**src/rtl/mux_2_if.sv**
```systemverilog
// Word-select bundle for mux_2: two data words, a select,
// and the combinational and registered results.
interface mux_2_if #(
  parameter int WIDTH = 32
);
  logic [WIDTH-1:0] d0;
  logic [WIDTH-1:0] d1;
  logic             sel;
  logic [WIDTH-1:0] y;
  logic [WIDTH-1:0] y_q;

  modport master (
    output d0,
    output d1,
    output sel,
    input  y,
    input  y_q
  );

  modport slave (
    input  d0,
    input  d1,
    input  sel,
    output y,
    output y_q
  );
endinterface

```
**src/rtl/mux_2.sv**
```systemverilog
// 2:1 word mux with a same-cycle output and a registered copy.
// Reset only clears the registered copy.
module mux_2 #(
  parameter int WIDTH = 32
) (
  input  logic    clk,
  input  logic    reset,
  mux_2_if.slave  bus
);
  logic [WIDTH-1:0] w_y;
  logic [WIDTH-1:0] r_y_q;

  // Plain ?: keeps standard X-merge behaviour on an unknown select
  assign w_y   = bus.sel ? bus.d1 : bus.d0;
  assign bus.y = w_y;

  always_ff @(posedge clk) begin
    if (reset) begin
      r_y_q <= '0;
    end else begin
      r_y_q <= w_y;
    end
  end

  assign bus.y_q = r_y_q;
endmodule

```
**src/flat_wrapper.sv**
```systemverilog
// flat-port wrapper written by rule: the top's interface ports become plain ports
module mux_2_flat 
#(
  parameter int WIDTH = 32
)
  (clk, reset, bus_d0, bus_d1, bus_sel, bus_y, bus_y_q);
  mux_2_if #(.WIDTH(WIDTH)) bus_i ();
  input  logic clk;
  input  logic reset;
  input wire logic [$bits(bus_i.d0)-1:0] bus_d0;
  input wire logic [$bits(bus_i.d1)-1:0] bus_d1;
  input wire logic [$bits(bus_i.sel)-1:0] bus_sel;
  output wire logic [$bits(bus_i.y)-1:0] bus_y;
  output wire logic [$bits(bus_i.y_q)-1:0] bus_y_q;
  assign bus_i.d0 = bus_d0;
  assign bus_i.d1 = bus_d1;
  assign bus_i.sel = bus_sel;
  assign bus_y = bus_i.y;
  assign bus_y_q = bus_i.y_q;
  mux_2 #(.WIDTH(WIDTH)) u_core (.clk(clk), .reset(reset), .bus(bus_i));
endmodule
```
**config.mk**
```make
export PLATFORM = sky130hd
export DESIGN_NAME = mux_2_flat
export DESIGN_NICKNAME = d
export VERILOG_FILES = /design/src/rtl/mux_2_if.sv /design/src/rtl/mux_2.sv /design/src/flat_wrapper.sv
export SDC_FILE = /design/constraint.sdc
export NUM_CORES = 1
export LEC_CHECK = 0
export ABC_AREA = 1
export BUFFER_PORTS_ARGS = -buffer_cell sky130_fd_sc_hd__clkbuf_2
export CAP_MARGIN = 5
export CORE_MARGIN = 2
export CORE_UTILIZATION = 40
export DETAILED_ROUTE_END_ITERATION = 7
export HOLD_SLACK_MARGIN = 0.1
export PLACE_DENSITY = 0.77
export REMOVE_ABC_BUFFERS = 1
export SYNTH_ARGS = -nofsm -noshare
export SYNTH_HDL_FRONTEND = slang
export SYNTH_SLANG_ARGS = --single-unit
```
**constraint.sdc**
```tcl
create_clock -name clk -period 1.9 [get_ports clk]
set_input_delay 0.095 -clock clk [delete_from_list [all_inputs] [get_ports clk]]
set_output_delay 0.095 -clock clk [all_outputs]
set_load 0.02 [all_outputs]
```
==> results of run 1 <==
-- metal layers --
layer | share of wire, % | vias to the layer above | wire, µm | global-route usage, %
li1 | - | 953 | - | -
met1 | 38 | 760 | 1540 | 18.3
met2 | 51 | 76 | 2090 | 29.6
met3 | 9.5 | 7 | 388 | 5.70
met4 | 1.8 | 0 | 73 | 6.71
met5 | 0 | - | 0 | 0
-- cell usage in the layout, fill, tap and decap left out --
master	netlist	final
sky130_fd_sc_hd__nand2_1	36	36
sky130_fd_sc_hd__inv_1	96	96
sky130_fd_sc_hd__clkbuf_1	0	2
sky130_fd_sc_hd__nor2_2	30	30
sky130_fd_sc_hd__clkbuf_8	0	6
sky130_fd_sc_hd__clkbuf_2	0	130
sky130_fd_sc_hd__nand2_2	60	60
sky130_fd_sc_hd__inv_4	1	1
sky130_fd_sc_hd__dfxtp_1	32	32
sky130_fd_sc_hd__buf_4	1	1
sky130_fd_sc_hd__nor2_1	2	2
sky130_fd_sc_hd__buf_12	0	1
-- worst max-delay path: cells and delay by family --
family	cells	cell delay (ps)
buf+inv	4	890
simple gates	2	190
-- area by class of cell --
class	instances	area, µm²	area share, %
clock buffer	8	90.1	3.54
inverter	97	367	14.4
multi-input combinational	128	706	27.7
sequential	32	641	25.2
tap	52	65.1	2.56
timing repair buffer	132	678	26.6
-- power breakdown --
part / internal, µW / switching [µW] / total, µW
Combinational: 190 / 328 / 518
Sequential: 719 / 13.2 / 732
Clock: 295 / 245 / 540
Total: 1200 / 586 / 1790
-- kinds of logic (layout without fill, tap and decap cells) --
kind of cell / count (synthesis) / after routing / synth area share [%]
DFF: 32 / 32 / 35.8
buffers and inverters: 107 / 237 / 24.8
and+or+nand+nor: 128 / 128 / 39.4
-- final timing paths --
check	startpoint	to	slack (ps)	depth (start not counted)
max	bus_sel	bus_y[30]	590	6
min	bus_d1[12]	u_core.bus.y_q[12]	110	5
-- per-stage QoR --
stage                     cells  instance area [µm²]  utilization, %  power (µW)  hold WS, ps
final                       449                 2550            58.9        1790          114
after global routing        449                 2550            58.9        1890          126
after floorplan             257                 1710               -        1060          162
after global placement      441                 2460            56.8        1260          400
after detailed placement    441                 2460            56.8        1270          415
after CTS                   449                 2550            58.9        1810          115
==> out/qor.yml, run 1 <==
status: "finished clean"
insertedDiodeCount: 0
rows: 24
area.growth.synth_to_final_pct: 42.2
start_kind: "input pin"
route.detailed.wl_per_inst_um: 9.12
clk_root_buffer_cell: "sky130_fd_sc_hd__clkbuf_8"
remaining_drcs: 0
tritoncts_num_sinks: 32
track_usage_pct: 16.7
grt_max_degree: 33
period_share_pct: 68.7
mappedNetlistArea_um2: 1790
filler_cell_count: 434
synth_seq_cells: 32
yosysMostFrequentCell: "sky130_fd_sc_hd__inv_1"
overflow: 0
ys_async_sr_fraction_pct: 0
synthesis.instances: 267
timing.critical_path.fanout_max: 32
cts_made_buffers: 5
cp_slowest_stage_delay_ps: 460
largest_register_ff_count: 32
cells_traversed_along_the_worst_timing_path: "clkbuf_2 -> inv_4 -> nand2_1 -> nand2_1 -> inv_1 -> clkbuf_2"
cts_repair_resize_count: 0
gp_congestion: 0.776
io_pins: 131
final_layout_size_suffix_gt1_share_pct: 57.7
floorplan.initialDensity_pct: 41.4
dr_total_vias: 1796
p_leak_uw: 0.00172
number_of_flops_mapped_to_enable_cells_by_yosys: 0
final_antenna_net_count: 0
layout.nets: 463
yosysSeqAreaShare_pct: 35.8
postSynthAreaPerCell_um2: 6.71
die_area_um2: 5030
synth_area_leader_cell: "sky130_fd_sc_hd__dfxtp_1"
min_path_type: "input pin to register"
final_setup_viols: 0
route.final.wire_length_um: 4100
synth.top_cells.by_area: "sky130_fd_sc_hd__dfxtp_1 36%, sky130_fd_sc_hd__nand2_2 21%, sky130_fd_sc_hd__inv_1 20%, sky130_fd_sc_hd__nor2_2 10%, sky130_fd_sc_hd__nand2_1 7.5%"
grt_setup_unrepaired: "false"
holdBufCountCts: 0
worst_pin_slew_ps: 560
hpwlAfterDp_um: 3280
yosys_warnings: 0
critical_path.slowest_cell: "sky130_fd_sc_hd__inv_4"
total_setup_buffers_inserted_after_cts: 0
detail_route.iter0.violations: 47
tritoncts_clock_tree: "built"
grt_first_pass_wirelength_um: 6670
die_y_um: 70.9
via_count_of_the_first_global_routing_pass: 1619
max_cap_viol_count: 0
synth_top_flop_cell: "sky130_fd_sc_hd__dfxtp_1"
synth.distinct_cells: 10
clk_transition_reported_paths_ps: 60
timing_hold_violations_final: 0
required_ps: 1800
synth_commonest_cells: "96 x sky130_fd_sc_hd__inv_1, 60 x sky130_fd_sc_hd__nand2_2, 36 x sky130_fd_sc_hd__nand2_1"
ctsHtreeMaxLevel: 2
number_of_vias_per_cell: 4.00
synth_top_cell_area_share_pct: 35.8
core_area_um2: 4320
finalSetupTns_ps: 0
post-route-worst-setup-slack_ps: 594
worstSetupEndpointType: "output port"
criticalPathCategory: "input pin to output port"
clockBufferDepth: 2
post-place-ws_ps: 566
ir_drop_v: 0.000297
number_of_buffer_cells_added_on_primary_ports: 130
drt_first_pass_iters: 4
post-route-min-period_ps: 1310
timing.max_slew.rel_slack_pct: 62.6
cellPowerDensity_nw_per_um2: 703
final-max-slew-violation-count: 0
worst-endpoint-arrival_ps: 1210
max_freq_mhz: 766
die-width_um: 70.9
grt_antenna_before_repair: 0
Power figures use the tool's default switching activity.
==> inputs of run 2 (changes only) <==
Settings changed: CORE_UTILIZATION 40 to 37, PLACE_DENSITY 0.77 to 0.75.
Clock period 1.9 ns to 1.15 ns, I/O delays scaled along.
==> run 2 against run 1 <==
  * The run now ends with negative setup slack left
  * Critical endpoint is now bus_y[28]
  * Die area up 7.6%
  * Highest routed layer unchanged
  * Core utilization rose by 10 points
  * Combinational power up 120%
  * Final cell count increased by 13%
  * Non-clock buffer count is 55 higher
  * Critical path depth grew 1
  * Flip-flop and latch count unchanged
==> out/qor.yml, run 2 (synthesis results as in run 1) <==
dp.cells: 445
cells_traversed_along_the_worst_timing_path: "dlygate4sd3_1 -> clkbuf_2 -> inv_1 -> nand2_1 -> nand2_2 -> inv_2 -> buf_6"
fin_total_pwr_uw: 3250
hpwlAfterDp_um: 3280
die-width_um: 73.6
detail_route.iter0.violations: 67
tritoncts_num_sinks: 32
ctsHtreeMaxLevel: 2
grt_first_pass_wirelength_um: 7730
final_setup_viols: 2
finalSetupTns_ps: -17.6
worstSetupEndpointType: "output port"
most_common_library_cell_in_the_layout_ignoring_fill_and_taps: "sky130_fd_sc_hd__clkbuf_2"
post-route-worst-setup-slack_ps: -15.9
number_of_buffer_cells_added_on_primary_ports: 130
core_area_um2: 4690
insertedDiodeCount: 0
cellPowerDensity_nw_per_um2: 1000
timing.max_slew.rel_slack_pct: 85.2
start_kind: "input pin"
cp_slowest_stage_delay_ps: 550
clk_root_buffer_cell: "sky130_fd_sc_hd__clkbuf_8"
critical_path.slowest_cell: "sky130_fd_sc_hd__dlygate4sd3_1"
worstPathBufferInverterCount: 5
clockBufferDepth: 2
route.final.wire_length_um: 5770
largest_register_ff_count: 32
status: "finished, violations left"
layout.nets: 518
max_freq_mhz: 858
route.detailed.wl_per_inst_um: 11.4
number_of_vias_per_cell: 4.19
timing.critical_path.fanout_max: 2
final_util_pct: 69.3
p_leak_uw: 0.00201
finalInstanceArea_um2: 3250
period_share_pct: 101
via_count_of_the_first_global_routing_pass: 1921
final_antenna_net_count: 0
io_pins: 131
final_cell_mix: "96 x sky130_fd_sc_hd__clkbuf_2, 81 x sky130_fd_sc_hd__inv_1, 62 x sky130_fd_sc_hd__nand2_2"
rows: 25
grt_max_degree: 33
cts_made_buffers: 5
ir_drop_v: 0.000511
track_usage_pct: 18.7
min_path_type: "input pin to register"
overflow: 0
placed_area_um2: 2490
die_area_um2: 5410
worst_pin_slew_ps: 223
remaining_drcs: 0
drt_first_pass_iters: 5
failed_checks: "negative setup slack"
worst-endpoint-arrival_ps: 1110
final_layout_size_suffix_gt1_share_pct: 56.2
die_y_um: 73.6
post-route-min-period_ps: 1170
area.growth.synth_to_final_pct: 81.5
grt_antenna_before_repair: 0
gp_congestion: 0.763
final-max-slew-violation-count: 0
criticalPathCategory: "input pin to output port"
timing_hold_violations_final: 0
path_delay_family: "buffers and inverters"
required_ps: 1090
floorplan.initialDensity_pct: 38.2
dr_total_vias: 2122
max_cap_viol_count: 0
final_cell_count_no_fill: 506
tritoncts_clock_tree: "built"
clk_transition_reported_paths_ps: 60
run 2: final timing paths:
path,start,endpoint,slack [ps],cells past startpoint
setup / recovery,bus_d1[28],bus_y[28],-20,7
hold / removal,bus_d1[30],u_core.bus.y_q[30],100,5
run 2: what timing repair did:
action                     CTS  global route
gates resized for setup      0            87
hold buffers                47             0
setup buffers                0            14
setup endpoints to repair    0            26
hold endpoints to repair    29             0
run 2: worst min-delay path: stages:
cell and delay (ps):
sky130_fd_sc_hd__clkbuf_2 80, sky130_fd_sc_hd__inv_1 40, sky130_fd_sc_hd__nand2_1 40, sky130_fd_sc_hd__nand2_1 70, sky130_fd_sc_hd__nor2_1 40
run 2: cell type report:
class                   count  area, µm²
fillers                   389       1440
clock buffers               8       90.1
flip-flops and latches     32        641
well taps                  54       67.6
inverters                  97        367
multi-input cells         128        711
repair buffers            187       1370
run 2: metrics by stage:
step                setup slack (ps)  hold slack [ps]
floorplan                        496              124
global placement                 305              363
detailed placement               286              373
CTS                             22.1              101
global route                   -59.3              110
finish                         -15.9              104
run 2: layer usage:
| layer | share of wire, % | wire, µm | global-route usage [%] | vias up |
|---|---|---|---|---|
| met3 | 7.5 | 432 | 5.21 | 23 |
| met5 | 0 | 0 | 0 | - |
| met1 | 33 | 1900 | 17.3 | 933 |
| li1 | - | - | - | 1064 |
| met4 | 4.2 | 244 | 9.29 | 0 |
| met2 | 55 | 3190 | 36.6 | 102 |
run 2: power by group:
group	internal, µW	switching [µW]	leakage [µW]
Sequential	1190	21.1	0.000267
Clock	488	398	0.0000455
Combinational	534	624	0.00170
Total	2210	1040	0.00201
==> inputs of run 3 (changes only) <==
Settings changed: SKIP_LAST_GASP set to 1.
==> run 3 against run 2 <==
  * The flow still finishes with violations (negative setup slack)
  * Sequential power about the same
  * Final area fell by 0.12%
  * Worst setup slack better by 0.90 ps
  * Critical endpoint is now bus_y[11]
  * Largest cell class unchanged
==> out/qor.yml, run 3 (synthesis results as in run 1) <==
number_of_buffer_cells_added_on_primary_ports: 130
detail_route.iter0.violations: 56
max_freq_mhz: 858
grt_antenna_before_repair: 0
floorplan.initialDensity_pct: 38.2
failed_checks: "negative setup slack"
clockBufferDepth: 2
grt_first_pass_wirelength_um: 7730
timing.max_slew.rel_slack_pct: 85.1
timing.critical_path.fanout_max: 2
number_of_vias_per_cell: 4.17
remaining_drcs: 0
global_route.peak_usage_layer: "met2"
ir_drop_v: 0.000524
final_setup_viols: 2
most_common_library_cell_in_the_layout_ignoring_fill_and_taps: "sky130_fd_sc_hd__clkbuf_2"
final_antenna_net_count: 0
largest_register_ff_count: 32
share_seq_of_total_power_pct: 37.2
overflow: 0
filler_cell_count: 391
placed_area_um2: 2490
global_route.usage.met1_pct: 17.3
post-place-ws_ps: 286
power.net_switching_uw: 1040
post-route-min-period_ps: 1170
route.final.wire_length_um: 5780
hpwlAfterDp_um: 3280
clk_transition_reported_paths_ps: 60
ctsHtreeMaxLevel: 2
start_kind: "input pin"
area.growth.synth_to_final_pct: 81.3
critical_path.endpoint: "bus_y[11]"
clk_root_buffer_cell: "sky130_fd_sc_hd__clkbuf_8"
cts_made_buffers: 5
grt_max_degree: 33
cellPowerDensity_nw_per_um2: 1000
timing_hold_violations_final: 0
grtUsageMet2_pct: 36.6
min_path_type: "input pin to register"
required_ps: 1090
drt_first_pass_iters: 4
area_taken_by_multi_input_logic_gates_um2: 711
finalSetupTns_ps: -25.9
p_int_uw: 2210
final_layout_size_suffix_gt1_share_pct: 56.2
layout.nets: 518
worst-endpoint-arrival_ps: 1110
pwr-share-clk_pct: 27.2
final_cell_count_no_fill: 506
final_cell_mix: "96 x sky130_fd_sc_hd__clkbuf_2, 81 x sky130_fd_sc_hd__inv_1, 62 x sky130_fd_sc_hd__nand2_2"
rows: 25
insertedDiodeCount: 0
worstSetupEndpointType: "output port"
final_util_pct: 69.2
die_area_um2: 5410
period_share_pct: 101
final-max-slew-violation-count: 0
finalInstanceArea_um2: 3250
route.detailed.wl_per_inst_um: 11.4
dr_total_vias: 2109
via_count_of_the_first_global_routing_pass: 1921
tritoncts_num_sinks: 32
track_usage_pct: 18.7
p_leak_uw: 0.00201
grt_setup_unrepaired: "true"
p_comb_share_pct: 35.6
tritoncts_clock_tree: "built"
gp_congestion: 0.763
die-width_um: 73.6
io_pins: 131
max_cap_viol_count: 0
die_y_um: 73.6
status: "finished, violations left"
core_area_um2: 4690
criticalPathCategory: "input pin to output port"
globalRouteMet3Util_pct: 5.21
post-route-worst-setup-slack_ps: -15.0
worst_setup_path_startpoint: "bus_d0[11]"
worst_pin_slew_ps: 224
seq_area_um2: 641
switching_share_pct: 32.0
dp.cells: 445
-- run 3: cell counts in the layout (fill, tap and decap cells not counted) --
No cell type changed its count.
-- run 3: worst max-delay path, stage by stage --
cell	delay [ps]
sky130_fd_sc_hd__dlygate4sd3_1	540
sky130_fd_sc_hd__clkbuf_2	110
sky130_fd_sc_hd__inv_1	60
sky130_fd_sc_hd__nand2_2	50
sky130_fd_sc_hd__nand2_2	90
sky130_fd_sc_hd__inv_1	50
sky130_fd_sc_hd__buf_4	150
-- run 3: power by group through the flow --
stage	registers (µW)	clock network, µW	logic [µW]
after floorplan	1330	0	411
after global placement	1230	0	869
after detailed placement	1230	0	880
after CTS	1210	909	1010
after global routing	1210	964	1250
final	1210	883	1160
-- run 3: how the worst min path moves through the flow --
stage / to / cells after the start / start
final: u_core.bus.y_q[30] / 5 / bus_d1[30]
after floorplan: u_core.bus.y_q[0] / 1 / reset
after CTS: u_core.bus.y_q[1] / 5 / bus_d0[1]
after global placement: u_core.bus.y_q[28] / 5 / bus_d0[28]
after global routing: u_core.bus.y_q[17] / 5 / bus_d0[17]
after detailed placement: u_core.bus.y_q[28] / 5 / bus_d0[28]
-- run 3: through the flow --
step / hold WS [ps] / power, µW
2_1_floorplan: 124 / 1740
3_3_place_gp: 363 / 2100
3_5_place_dp: 373 / 2110
4_1_cts: 101 / 3120
5_1_grt: 110 / 3430
6_report: 106 / 3250
-- run 3: cell type report --
cell class                 count  area share (%)
sequential                    32            19.7
multi-input combinational    128            21.9
tap                           54            2.08
inverter                      97            11.3
clock buffer                   8            2.78
timing repair buffer         187            42.2
-- run 3: repair_timing --
item | in CTS | in global routing
hold buffers | 47 | 0
endpoints found under the setup margin | 0 | 26
resized for setup | 0 | 86
buffers inserted | 0 | 14
hold endpoints to repair | 29 | 0
-- run 3: metal layers --
metal / up-vias / routed length (µm)
met1: 931 / 1960
met2: 91 / 3200
met3: 23 / 380
met4: 0 / 242
li1: 1064 / -
met5: - / 0
